[src/rtl/wb_stage.sv]
// wb_stage: MEM/WB pipeline register and writeback selection driving the register file write port.
// Optional macro WB_RETIRE_CNT_EN adds a 32-bit committed-write counter on the `retired` port.
module wb_stage (
    input  logic        clk,
    input  logic        rst,
    input  logic        in_valid,
    input  logic        stall,
    input  logic        flush,
    input  logic        in_rfwr,
    input  logic [4:0]  in_rd,
    input  logic [1:0]  in_wdsel,
    input  logic [2:0]  in_memop,
    input  logic [1:0]  in_addr_lo,
    input  logic [31:0] in_alu,
    input  logic [31:0] in_mem,
    input  logic [31:0] in_pc4,
    output logic        RFWr,
    output logic [4:0]  A3,
    output logic [31:0] WD,
    output logic        fwd_valid,
    output logic [4:0]  fwd_rd,
    output logic [31:0] fwd_data,
    output logic        misalign,
    output logic [31:0] retired
);

    typedef enum logic [2:0] {
        MEMOP_LW  = 3'b000,
        MEMOP_LB  = 3'b001,
        MEMOP_LBU = 3'b010,
        MEMOP_LH  = 3'b011,
        MEMOP_LHU = 3'b100
    } memop_e;

    typedef enum logic [1:0] {
        WDSEL_ALU = 2'b00,
        WDSEL_MEM = 2'b01,
        WDSEL_PC4 = 2'b10,
        WDSEL_RSV = 2'b11
    } wdsel_e;

    logic        valid_q, valid_d;
    logic        rfwr_q, rfwr_d;
    logic [4:0]  rd_q, rd_d;
    logic [31:0] wd_q, wd_d;
    logic        misal_q, misal_d;
    logic        written_q, written_d;

    logic [7:0]  load_byte;
    logic [15:0] load_half;
    logic [31:0] load_data;
    logic [31:0] sel_data;
    logic        misaligned_in;

    always_comb begin
        load_byte = in_mem[7:0];
        case (in_addr_lo)
            2'd1:    load_byte = in_mem[15:8];
            2'd2:    load_byte = in_mem[23:16];
            2'd3:    load_byte = in_mem[31:24];
            default: load_byte = in_mem[7:0];
        endcase
        load_half = in_addr_lo[1] ? in_mem[31:16] : in_mem[15:0];
    end

    // Unlisted memop encodings behave exactly like lw, including the alignment rule.
    always_comb begin
        load_data     = in_mem;
        misaligned_in = 1'b0;
        case (memop_e'(in_memop))
            MEMOP_LB:  load_data = {{24{load_byte[7]}}, load_byte};
            MEMOP_LBU: load_data = {24'd0, load_byte};
            MEMOP_LH: begin
                load_data     = {{16{load_half[15]}}, load_half};
                misaligned_in = in_addr_lo[0];
            end
            MEMOP_LHU: begin
                load_data     = {16'd0, load_half};
                misaligned_in = in_addr_lo[0];
            end
            default: begin
                load_data     = in_mem;
                misaligned_in = (in_addr_lo != 2'd0);
            end
        endcase
        if (wdsel_e'(in_wdsel) != WDSEL_MEM) begin
            misaligned_in = 1'b0;
        end
    end

    always_comb begin
        case (wdsel_e'(in_wdsel))
            WDSEL_MEM: sel_data = load_data;
            WDSEL_PC4: sel_data = in_pc4;
            default:   sel_data = in_alu;
        endcase
    end

    // Flush beats stall; a stalled instruction is held but marked as already written.
    always_comb begin
        valid_d   = valid_q;
        rfwr_d    = rfwr_q;
        rd_d      = rd_q;
        wd_d      = wd_q;
        misal_d   = misal_q;
        written_d = written_q;
        if (flush) begin
            valid_d   = 1'b0;
            rfwr_d    = 1'b0;
            rd_d      = 5'd0;
            wd_d      = 32'd0;
            misal_d   = 1'b0;
            written_d = 1'b0;
        end else if (stall) begin
            written_d = 1'b1;
        end else begin
            valid_d   = in_valid;
            rfwr_d    = in_rfwr;
            rd_d      = in_valid ? in_rd : 5'd0;
            wd_d      = in_valid ? sel_data : 32'd0;
            misal_d   = in_valid & misaligned_in;
            written_d = 1'b0;
        end
    end

    always_ff @(posedge clk) begin
        if (rst) begin
            valid_q   <= 1'b0;
            rfwr_q    <= 1'b0;
            rd_q      <= 5'd0;
            wd_q      <= 32'd0;
            misal_q   <= 1'b0;
            written_q <= 1'b0;
        end else begin
            valid_q   <= valid_d;
            rfwr_q    <= rfwr_d;
            rd_q      <= rd_d;
            wd_q      <= wd_d;
            misal_q   <= misal_d;
            written_q <= written_d;
        end
    end

    assign RFWr      = valid_q & rfwr_q & (rd_q != 5'd0) & ~misal_q & ~written_q;
    assign A3        = rd_q;
    assign WD        = wd_q;
    assign misalign  = misal_q & ~written_q;
    assign fwd_valid = RFWr;
    assign fwd_rd    = A3;
    assign fwd_data  = WD;

`ifdef WB_RETIRE_CNT_EN
    logic [31:0] retired_q, retired_d;

    always_comb begin
        retired_d = retired_q + {31'd0, RFWr};
    end

    always_ff @(posedge clk) begin
        if (rst) begin
            retired_q <= 32'd0;
        end else begin
            retired_q <= retired_d;
        end
    end

    assign retired = retired_q;
`else
    assign retired = 32'd0;
`endif

endmodule

[config.mk]
export PLATFORM = sky130hd
export DESIGN_NAME = wb_stage
export DESIGN_NICKNAME = d
export VERILOG_FILES = /design/src/rtl/wb_stage.sv
export SDC_FILE = /design/constraint.sdc
export NUM_CORES = 1
export LEC_CHECK = 0
export CORE_UTILIZATION = 38
export CTS_BUF_LIST = sky130_fd_sc_hd__clkbuf_4
export DETAILED_ROUTE_END_ITERATION = 8
export GPL_ROUTABILITY_DRIVEN = 0
export PLACE_DENSITY = 0.8
export SETUP_SLACK_MARGIN = 0.15
export SLEW_MARGIN = 20
export SYNTH_ARGS = -nofsm -noshare
export SYNTH_HDL_FRONTEND = slang
export SYNTH_SLANG_ARGS = --single-unit
[constraint.sdc]
create_clock -name clk -period 4.04 [get_ports clk]
set_clock_uncertainty 0.1 [all_clocks]
set_input_delay 0.808 -clock clk [delete_from_list [all_inputs] [get_ports clk]]
set_output_delay 0.808 -clock clk [all_outputs]
set_load 0.01 [all_outputs]
== Word level (Yosys, flattened, before mapping) ==
Index checks and enable logic that the tools add are counted.
Word-level totals
  memory bits (read-only): 0
  output and inout bits: 109
  register bits after elaboration: 41
  memory bits (writable): 0
  input bits: 114
  latch bits: 0
  logic and storage cells: 38
  memories kept: 0
Cells by class
  bitwise logic cells: 8
  multiply operators: 0
  magnitude comparators: 0
  shifts and indexed selects: 0
  reductions and logical operators: 5
  div/mod/pow operators: 0
  equal/unequal tests: 10
  add/subtract/negate cells: 0
  mux-type cells: 9
Operators by type and width (count)
  $pmux W32 S4: 1
  $pmux W32 S2: 1
  $mux W32: 1
  $pmux W8 S3: 1
  $mux W16: 1
  $and A1 B1 Y1: 6
  $eq A2 B2 Y1 const B: 3
  $eq A3 B2 Y1 const B: 2
  $reduce_or A2 Y1: 3
  $mux W5: 1
  $reduce_bool A5 Y1: 1
  $eq A2 B1 Y1 const B: 2
  $eq A3 B1 Y1 const B: 1
  $eq A3 B3 Y1 const B: 1
  $mux W1: 2
  $ne A2 B1 Y1 const B: 1
  $not A1 Y1: 2
  $pmux W1 S2: 1
  $reduce_bool A2 Y1: 1

== Logic depth before layout (Yosys ltp) ==
Gate-level depths: netlist (run 1).
  depth after elaboration: 5
  depth in mapped cells: 8
  gate-level depth less buffers: 6

== Least setup slack after synthesis (run 1) ==
OpenSTA, ideal clock, no wires.
  path kind: in2reg
  start: input in_wdsel[0]
  end: register wd_q[15] (netlist: WD[15])
  stages on the path: 7
  setup slack: 1.740 ns
  data required time: 3.824 ns
  data arrival time: 2.084 ns
  path buffers: 2
  setup time: 0.116 ns
  path through: inv_1 > ha_1 > clkbuf_1 > clkbuf_1 > o21ai_0 > a22o_1 > a31o_2
On the way
  cells in the longest elaborated chain, start to end: 3
  elaborated cells between the ends (all ways): 4
  those cells by class: eq/ne (2); mux (2)
RTL lines
  start: declaration: RTL line 11  | input logic [1:0] in_wdsel,
  $eq A2 B2 Y1 or $eq A2 B1 Y1 (tied branches): RTL line 92  | case (wdsel_e'(in_wdsel))
  $pmux W32 S2 *: RTL line 92
  $mux W32 *: RTL line 120  | wd_d = in_valid ? sel_data : 32'd0;
  end signal: assignment: RTL line 138  | wd_q <= wd_d;
  end: declaration: RTL line 45  | logic [31:0] wd_q, wd_d;
Mark *: on every way between the ends. The rest lies on a longest branch, timed or not.
A chain may end at the register's enable or synchronous reset.

== Worst setup path after layout (run 1) ==
  start: input in_memop[2]
  end: register wd_q[18] (netlist: WD[18])
On the way
  cells in the longest elaborated chain, start to end: 4
  elaborated cells between the ends (all ways): 7
  those cells by class: eq/ne (4); mux (3)
RTL lines
  start: declaration: RTL line 12  | input logic [2:0] in_memop,
  $eq A3 B3 Y1, or another cell as far along: RTL line 70  | case (memop_e'(in_memop))
  $pmux W32 S4 *: RTL line 70
  $pmux W32 S2 *: RTL line 92
  $mux W32 *: RTL line 120
Marked as above.

==> results of run 1 <==
## cells in the mapped netlist, types with 2 or more instances
cell type,n,area share [%]
buf_4,72,15
nand2_1,71,7.5
o21ai_0,51,7.2
dfxtp_1,41,23
a22oi_1,30,6.4
clkbuf_1,23,2.4
nor2_1,20,2.1
mux2i_1,17,4.8
o22ai_1,16,2.8
a21oi_1,10,1.4
o21ai_2,10,2.5
buf_2,8,1.1
o221ai_1,8,2.0
o31ai_1,8,1.7
a2bb2oi_1,7,1.7
o2bb2ai_1,7,1.7
a222oi_1,6,1.7
a22o_1,6,1.5
inv_1,5,0.53
nor2b_1,4,0.71
a21o_1,2,0.42
a31oi_1,2,0.35
a32oi_1,2,0.49
and3b_1,2,0.49
buf_1,2,0.21
ha_1,2,0.71
nand2b_1,2,0.35
nor3_1,2,0.28
## power by group
part	switching, mW	total (mW)	leakage, nW	internal (mW)
logic	0.198	0.398	1.53	0.200
registers	0.00813	0.422	0.332	0.414
clock network	0.135	0.271	0.0433	0.136
total	0.342	1.09	1.90	0.749
## flip-flops by register name, summed over array words and instances (netlist names)
register   cells
misal_q        1
written_q      1
valid_q        1
rfwr_q         1
A3             5
WD            32
## cells by family after synthesis
logic type | share of synthesized area [%]
muxes | 5.75
AOI/OAI and AO/OA | 34.3
other | 0.106
adders and majority gates | 0.706
DFF | 23.1
xor gates and xnor gates | 0.706
buffers and inverters | 20.4
and+or+nand+nor | 14.9
## worst max-delay path, delay by kind of cell
family	cells	cell delay (ns)
buffers and inverters	1	0.83
and+or+nand+nor	2	1.04
AOI/OAI and AO/OA	2	0.43
## final timing paths
path,to,slack [ns]
worst max-delay path,WD[18],1.06
worst min-delay path,valid_q,0.38
worst max register to register,WD[7],2.88
worst min register to register,valid_q,0.38
## final cells by class
cell class	count	area [um^2]	share of cell area, %
clock buffer	6	45.0	0.877
clock inverter	2	33.8	0.657
inverter	6	22.5	0.438
multi-input combinational	341	2130	41.4
sequential	41	821	16.0
tap	108	135	2.63
timing repair buffer	197	1950	38.0
## layer usage
layer	vias to the layer above	routed length, um	global-route usage [%]
met2	200	5990	43.0
li1	1863	-	-
met3	15	960	3.40
met4	0	166	5.51
met1	1874	4960	30.4
met5	-	0	0
==> impl.org, run 1 <==
** Clock tree
- Clock transition at the register clock pins on the worst setup and hold paths after CTS :: 0.12 ns
- Clock tree from TritonCTS :: yes
- The tree is rooted in a clkbuf_4.
- H-tree depth :: 2
- Clock latency on the worst-skew pair, taken at its later pin, is 0.35 ns.
- Clock Path Buffers :: 2
- The number of gates resized after CTS was 0.
- Hold-fix buffer count after cts :: 0
- Cts bufs inserted :: 5
- Sink count of the clock tree :: 41
- Setup Fix Bufs, Post-CTS :: 0

** Layout
- The net count of the finished layout is between 700 and 800.
- After filler insertion, the fill cell instance count of the layout stands at 812.
- With fillers left out, the area of the finished cells amounts to 0.00514 mm^2.
- The top cell types in the final layout, fill and taps aside, are 190 x clkdlybuf4s50_1, 71 x nand2_1, 51 x o21ai_0.
- Area growth syn-to-layout :: 44.9%
- The count of cells in the finished layout, fillers not included, comes to 701.
- Leaving out fill and tap cells, the most frequent cell in the layout is clkdlybuf4s50_1.
- Count of inserted antenna diode cells :: 0
- Share of the core filled with cells in the final layout :: 57.8%
- Ratio of cells with drive above 1 in the final layout :: approximately 6.6%

** Logic synthesis
- The synthesized design contains 0 enable-type register cells.
- Post-synthesis async set-or-reset flop share :: 0%
- Unique cell type count in the Yosys netlist :: between 50 and 60
- A synthesized cell averages 7.64 um^2.
- Dominant synthesized flop cell :: dfxtp_1
- Sequential share of the synthesized area :: a little under a quarter
- Counting every instance in the synthesized netlist gives roughly 460.
- Count of warnings emitted by yosys :: 0
- Synthesis inferred 41 register bits.
- Syn Std Cell Area :: 0.00355 mm^2

** Pwr
- P_leak :: ~1.9 nW
- Peak supply drop :: 133 uV
- Dividing total power by cell area gives a power density of 212 mW/mm^2.
- Summing internal, switching and leakage power gives 1.09 mW.

** STA
- After routing, the total negative slack on setup checks comes to 0 ns.
- The hold violation count in the final report was 0.
- Setup violations remaining at the end of the flow were counted as 0.
- Fin worst setup slack :: 1.06 ns
- Counting I/O delays and the setup requirement, the final critical path takes 2.98 ns.
- Max-slew headroom at the worst pin :: 38.0%
- Dividing the final minimum period by the clock period gives 73.8%.
- Worst Hold Margin :: 0.376 ns
- Max Clk Rate :: 0.335 GHz
- The total count of max-transition violations in the final report came to 0.
- Setup repair after global routing left no endpoint under its margin.
- Transition at the pin with the smallest max-transition slack :: 0.929 ns

** Floorplan
- The initial utilization of the core area, before any placement, comes to between 30% and 40%.
- The floorplan step defined a die boundary enclosing 0.00972 mm^2.
- After floorplanning, the core was sized to cover 0.00889 mm^2.
- Num ports :: 223
- In this run the vertical extent of the chip is 98.6 um.
- The initialized floorplan defines 34 standard-cell rows.
- Measured along the x axis, the die boundary spans between 90 and 100 um.

** Worst setup path
- The worst setup path is captured at a flip-flop.
- For this run, the slowest stage of the critical path takes 0.83 ns.
- Critical path's most frequent cell :: o21ai_0
- Worst setup path category :: input port to flip-flop
- Data required time of the critical path :: between 4 and 5 ns
- CP arrival :: 3.12 ns
- The worst register-to-register path begins at WD[7].
- Cell Chain, Critical Path :: clkdlybuf4s50_1 -> nor2b_1 -> o21ai_0 -> nand3_4 -> o21ai_0
- Slowest cell on crit path :: clkdlybuf4s50_1
- Launch point of the worst path :: in_memop[2]
- In this run the worst path has a maximum fanout of 22.
- The number of cells on the worst reg-to-reg path is 3.
- STA classifies the critical path startpoint as an input port.

** Hold path
- The tightest min-delay check is of the flip-flop to flip-flop type.
- Start point of the worst min-delay path :: valid_q
- Worst Hold Path Cells :: 1

** Status
- The run finished with clean final reports.

** Drt
- Final Routed Wirelength :: 12.1 mm
- The first routing iteration left 279 violations.
- Summing over every cut layer, the via total after detailed routing is 3952.
- 1st-pass router iterations :: 4
- In the routed design, unresolved DRC markers number 0.
- Number of nets still failing antenna checks after routing :: 0
- Using the TritonRoute via totals, the vias-per-cell ratio works out to 5.64.
- After detailed routing, the average wire length per cell comes to 17.2 um.

** Placed design
- Input and output buffers added on the ports amount to 190.
- DP Wirelength :: about 9.5 mm
- After detailed placement, the design holds a cell count of 693.
- Once placement finished, the instance area stood at 0.00506 mm^2.
- Worst slack at placement :: 0.740 ns

** Flow run
- Max-cap violations in this run came to 0.

** Global route
- Global routing used 24.0% of the available tracks across all layers.
- Wire length of the first global-routing pass :: 18.7 mm
- Remaining global-route overflow :: 0
- The via count of the first global-routing pass is between 3000 and 4000.
- Entering global routing, the biggest net connects 62 pins.
- Number of antenna violations at the first check in global routing :: 0
No activity file was read; power rests on OpenSTA's default activity.
==> inputs of run 2 (changes only) <==
--- a/config.mk
+++ b/config.mk
@@ -5,11 +5,11 @@
 export SDC_FILE = /design/constraint.sdc
 export NUM_CORES = 1
 export LEC_CHECK = 0
-export CORE_UTILIZATION = 38
+export CORE_UTILIZATION = 35
 export CTS_BUF_LIST = sky130_fd_sc_hd__clkbuf_4
 export DETAILED_ROUTE_END_ITERATION = 8
 export GPL_ROUTABILITY_DRIVEN = 0
-export PLACE_DENSITY = 0.8
+export PLACE_DENSITY = 0.77
 export SETUP_SLACK_MARGIN = 0.15
 export SLEW_MARGIN = 20
 export SYNTH_ARGS = -nofsm -noshare
==> constraint.sdc (replaced) <==
create_clock -name clk -period 2.5 [get_ports clk]
set_clock_uncertainty 0.1 [all_clocks]
set_input_delay 0.5 -clock clk [delete_from_list [all_inputs] [get_ports clk]]
set_output_delay 0.5 -clock clk [all_outputs]
set_load 0.01 [all_outputs]
==> impl.org, run 2 (same netlist as run 1, synthesis figures left out) <==
** Drt
- Wl on met1 :: 5.10 mm (+2.8%)
- The number of nets still failing antenna checks after routing was 0 (unchanged).
- The number of iterations in the first detailed-routing pass was 7 (+3).
- Routed wire length on met2 :: 6.17 mm (+2.9%)
- The wire length per cell was 17.1 um (-0.99%).
- Vias after detailed routing :: 4045 (+2.4%)
- The routed wire length came to 12.7 mm (+5.2%).
- Count of routing violations after the opening detailed-route iteration :: 289 (+3.6%)
- Via/cell ratio :: 5.43 (-3.7%)
- The DRC violations left was 0 (unchanged).
- Met3 Wirelength :: 1.08 mm (+13%)
- Signal routing reaches up to met4.

** Global route
- Pin count of the biggest net entering global routing :: 37 (-40%)
- Wire length of the first global-routing pass :: 18.9 mm (+0.74%)
- The total track usage came to 23.3% (-0.71 points).
- Remaining global-route overflow :: 0 (unchanged)
- Via count of the first global-routing pass :: 3761 (+1.3%)
- Number of antenna violations at the first check in global routing :: 0 (unchanged)

** Layout
- The fraction of final layout cells with drive strength greater than 1 came to 9.64% (+3.1 points).
- Count of inserted antenna diode cells :: 0 (unchanged)
- The library cell used most frequently in the layout, excluding fill and tap cells, is clkdlybuf4s50_1.
- The post-layout net count was 727 (+2.7%).
- The final non-filler cell total came to 745 (+6.3%).
- Leaving out fill and tap cells, the most frequent cells in the layout are 188 x clkdlybuf4s50_1, 71 x nand2_1, 51 x o21ai_0.
- From synthesis to final layout, the design area changed by 51.2%.
- The flip-flop count of the largest register after layout is 32 (unchanged).

** Pwr
- Relative contribution of sequential cells to total power :: 37.8% (-0.9 points)
- The static leakage power is 2.02 nW (+6.3%).
- Share of power burned in combinational logic :: 38.2% (+1.7 points)
- Net switching fraction of the power :: 31.2% (-0.073 points)
- Power density cells :: 337 mW/mm^2 (+59%)
- Internal Power :: 1.24 mW (+66%)
- The sum of internal, switching and leakage power was 1.81 mW (+66%).
- Part of the power in the clock network :: 24.1% (-0.7 points)
- The reported net switching power is 565 uW (+65%).
- Peak supply drop :: 181 uV (+36%)

** Clock tree
- The clock net sink count came to 41 (unchanged).
- Clock tree from TritonCTS :: yes
- The tree is rooted in a clkbuf_4.
- The number of buffers added by the clock tree synthesis step came to 5 (unchanged).
- Worst skew pair latency :: 0.35 ns (about the same)
- Clock transition at the register clock pins on the worst setup and hold paths after CTS :: 0.13 ns (about the same)
- H-tree depth :: 2 (unchanged)
- Hold-fix buffer count after cts :: 0 (unchanged)
- Setup Fix Bufs, Post-CTS :: 0 (unchanged)
- The maximum buffer depth of the clock tree came to 2 (unchanged).

** Floorplan
- The number of standard-cell rows in the floorplan was 36 (+5.9%).
- The top-level port count was 223 (unchanged).
- The width of the die was 103 um (+4.1%).
- Die span in y :: 103 um (+4.1%)
- The standard cell core area was 0.00977 mm^2 (+9.9%).
- Die Outline Area :: 0.0105 mm^2 (+8.4%)
- The effective utilization at floorplan came to 36.3% (-3.6 points).

** Worst setup path
- The startpoint identified for the worst register-to-register timing path is WD[7].
- Critical path launch point type :: flip-flop
- The peak per-stage delay on the critical path was 0.52 ns (-0.31 ns).
- The endpoint identified for the worst register-to-register timing path is WD[7].
- Traced cell by cell, the critical path runs through or4_1 -> nor2_1 -> nor4_1 -> dlygate4sd2_1.
- The worst setup path is of the flip-flop to output pin kind.
- Crit end category :: output pin
- R2R cell count :: 3 (unchanged)
- The setup slack of the most critical reg-to-reg path came to 1.35 ns (-1.53 ns).
- Largest fanout on the critical path :: 4 (-82%)
- The data required time at the worst endpoint was 1.90 ns (-2.27 ns).
- Buffer and inverter count on the worst path :: 1 (unchanged)
- Slowest cell on crit path :: or4_1
- The arrival time of data at the critical path endpoint is 1.68 ns (-1.44 ns).
- Grouping stages by cell kind, the critical path spends the most delay in simple AND/OR/NAND/NOR gates.

** STA
- The measured slew at the worst slew-check pin is 0.652 ns (-0.277 ns).
- The final worst-path setup slack came to 0.221 ns (-0.838 ns).
- Max-slew headroom at the worst pin :: 56.0% (+18 points)
- Final Max Slew Viols :: 0 (unchanged)
- The hold violation count in the final report came to 0 (unchanged).
- Setup repair after global routing could not meet its margin everywhere.
- Final Critical Period :: 2.28 ns
- Final setup violation count :: 0 (unchanged)
- Share of the clock period used by the worst path after layout :: 91.2%
- Static timing analysis puts the maximum clock frequency at 0.439 GHz.

** Flow run
- The max-cap violation count is 0 (unchanged).

** Hold path
- The startpoint identified for the worst hold timing path is valid_q.
- Endpoint of the worst hold path :: valid_q
- The number of stages on the worst hold path was 1 (unchanged).
- The worst hold path belongs to the class flip-flop to flip-flop.

** Placed design
- The HPWL after detailed placement came to 10.2 mm (+7.6%).
- Number of buffers inserted by port buffering :: 190 (unchanged)
- The total instance count after detailed placement came to 737 (+6.3%).
- Worst slack at placement :: -0.0158 ns (-0.756 ns)

** Status
- The flow ran to the end, and the final reports show no timing, DRC or antenna violations.
run 2: changes by cell type in the layout (fill, tap and decap cells not counted):
cell             previous run  this run
buf_12                      0         4
buf_4                       7        22
clkdlybuf4s50_1           190       188
dfxtp_1                    41        40
dfxtp_2                     0         1
dlygate4sd2_1               0         2
run 2: worst max-delay path by stage:
stage	from	endpoint	slack, ns	cells after the start
after floorplan	in_wdsel[0]	WD[15]	0.51	7
after CTS	A3[0]	fwd_valid	0.20	4
after global routing	A3[0]	RFWr	0.14	4
final	A3[0]	fwd_valid	0.22	4
after global placement	in_memop[0]	WD[4]	0.004	7
after detailed placement	in_memop[0]	WD[4]	-0.02	7
run 2: per-stage QoR:
stage          TNS, ns  cell area (um^2)  hold WS, ns  utilization, %
3_3_place_gp         0              5280        0.338            54.1
4_1_cts              0              5360        0.385            54.8
6_report             0              5360        0.388            54.9
5_1_grt              0              5360        0.405            54.9
3_5_place_dp   -0.0688              5280        0.355            54.1
2_1_floorplan        0              3660        0.327               -
run 2: area by class of cell:
cell class	count	area, um^2
fillers	896	4410
repair buffers	216	2140
multi-input cells	341	2130
flip-flops and latches	41	822
well taps	133	166
clock buffers	6	45.0
clock inverters	2	33.8
inverters	6	22.5
run 2: timing repair:
| item | CTS | global route |
|---|---|---|
| resized for setup | 2 | 1 |
| hold endpoints to repair | 0 | 0 |
| endpoints found under the setup margin | 2 | 2 |
run 2: power groups by stage:
stage | logic [mW] | clock network (mW) | registers (mW)
finish | 0.690 | 0.435 | 0.683
global route | 0.741 | 0.467 | 0.685
CTS | 0.682 | 0.441 | 0.683
detailed placement | 0.678 | 0 | 0.697
global placement | 0.666 | 0 | 0.697
floorplan | 0.359 | 0 | 0.700
run 2: metal layers:
layer	global-route usage [%]	vias to the layer above
li1	-	1893
met1	28.4	1896
met2	40.1	226
met3	4.34	30
met4	9.34	0
met5	0	-
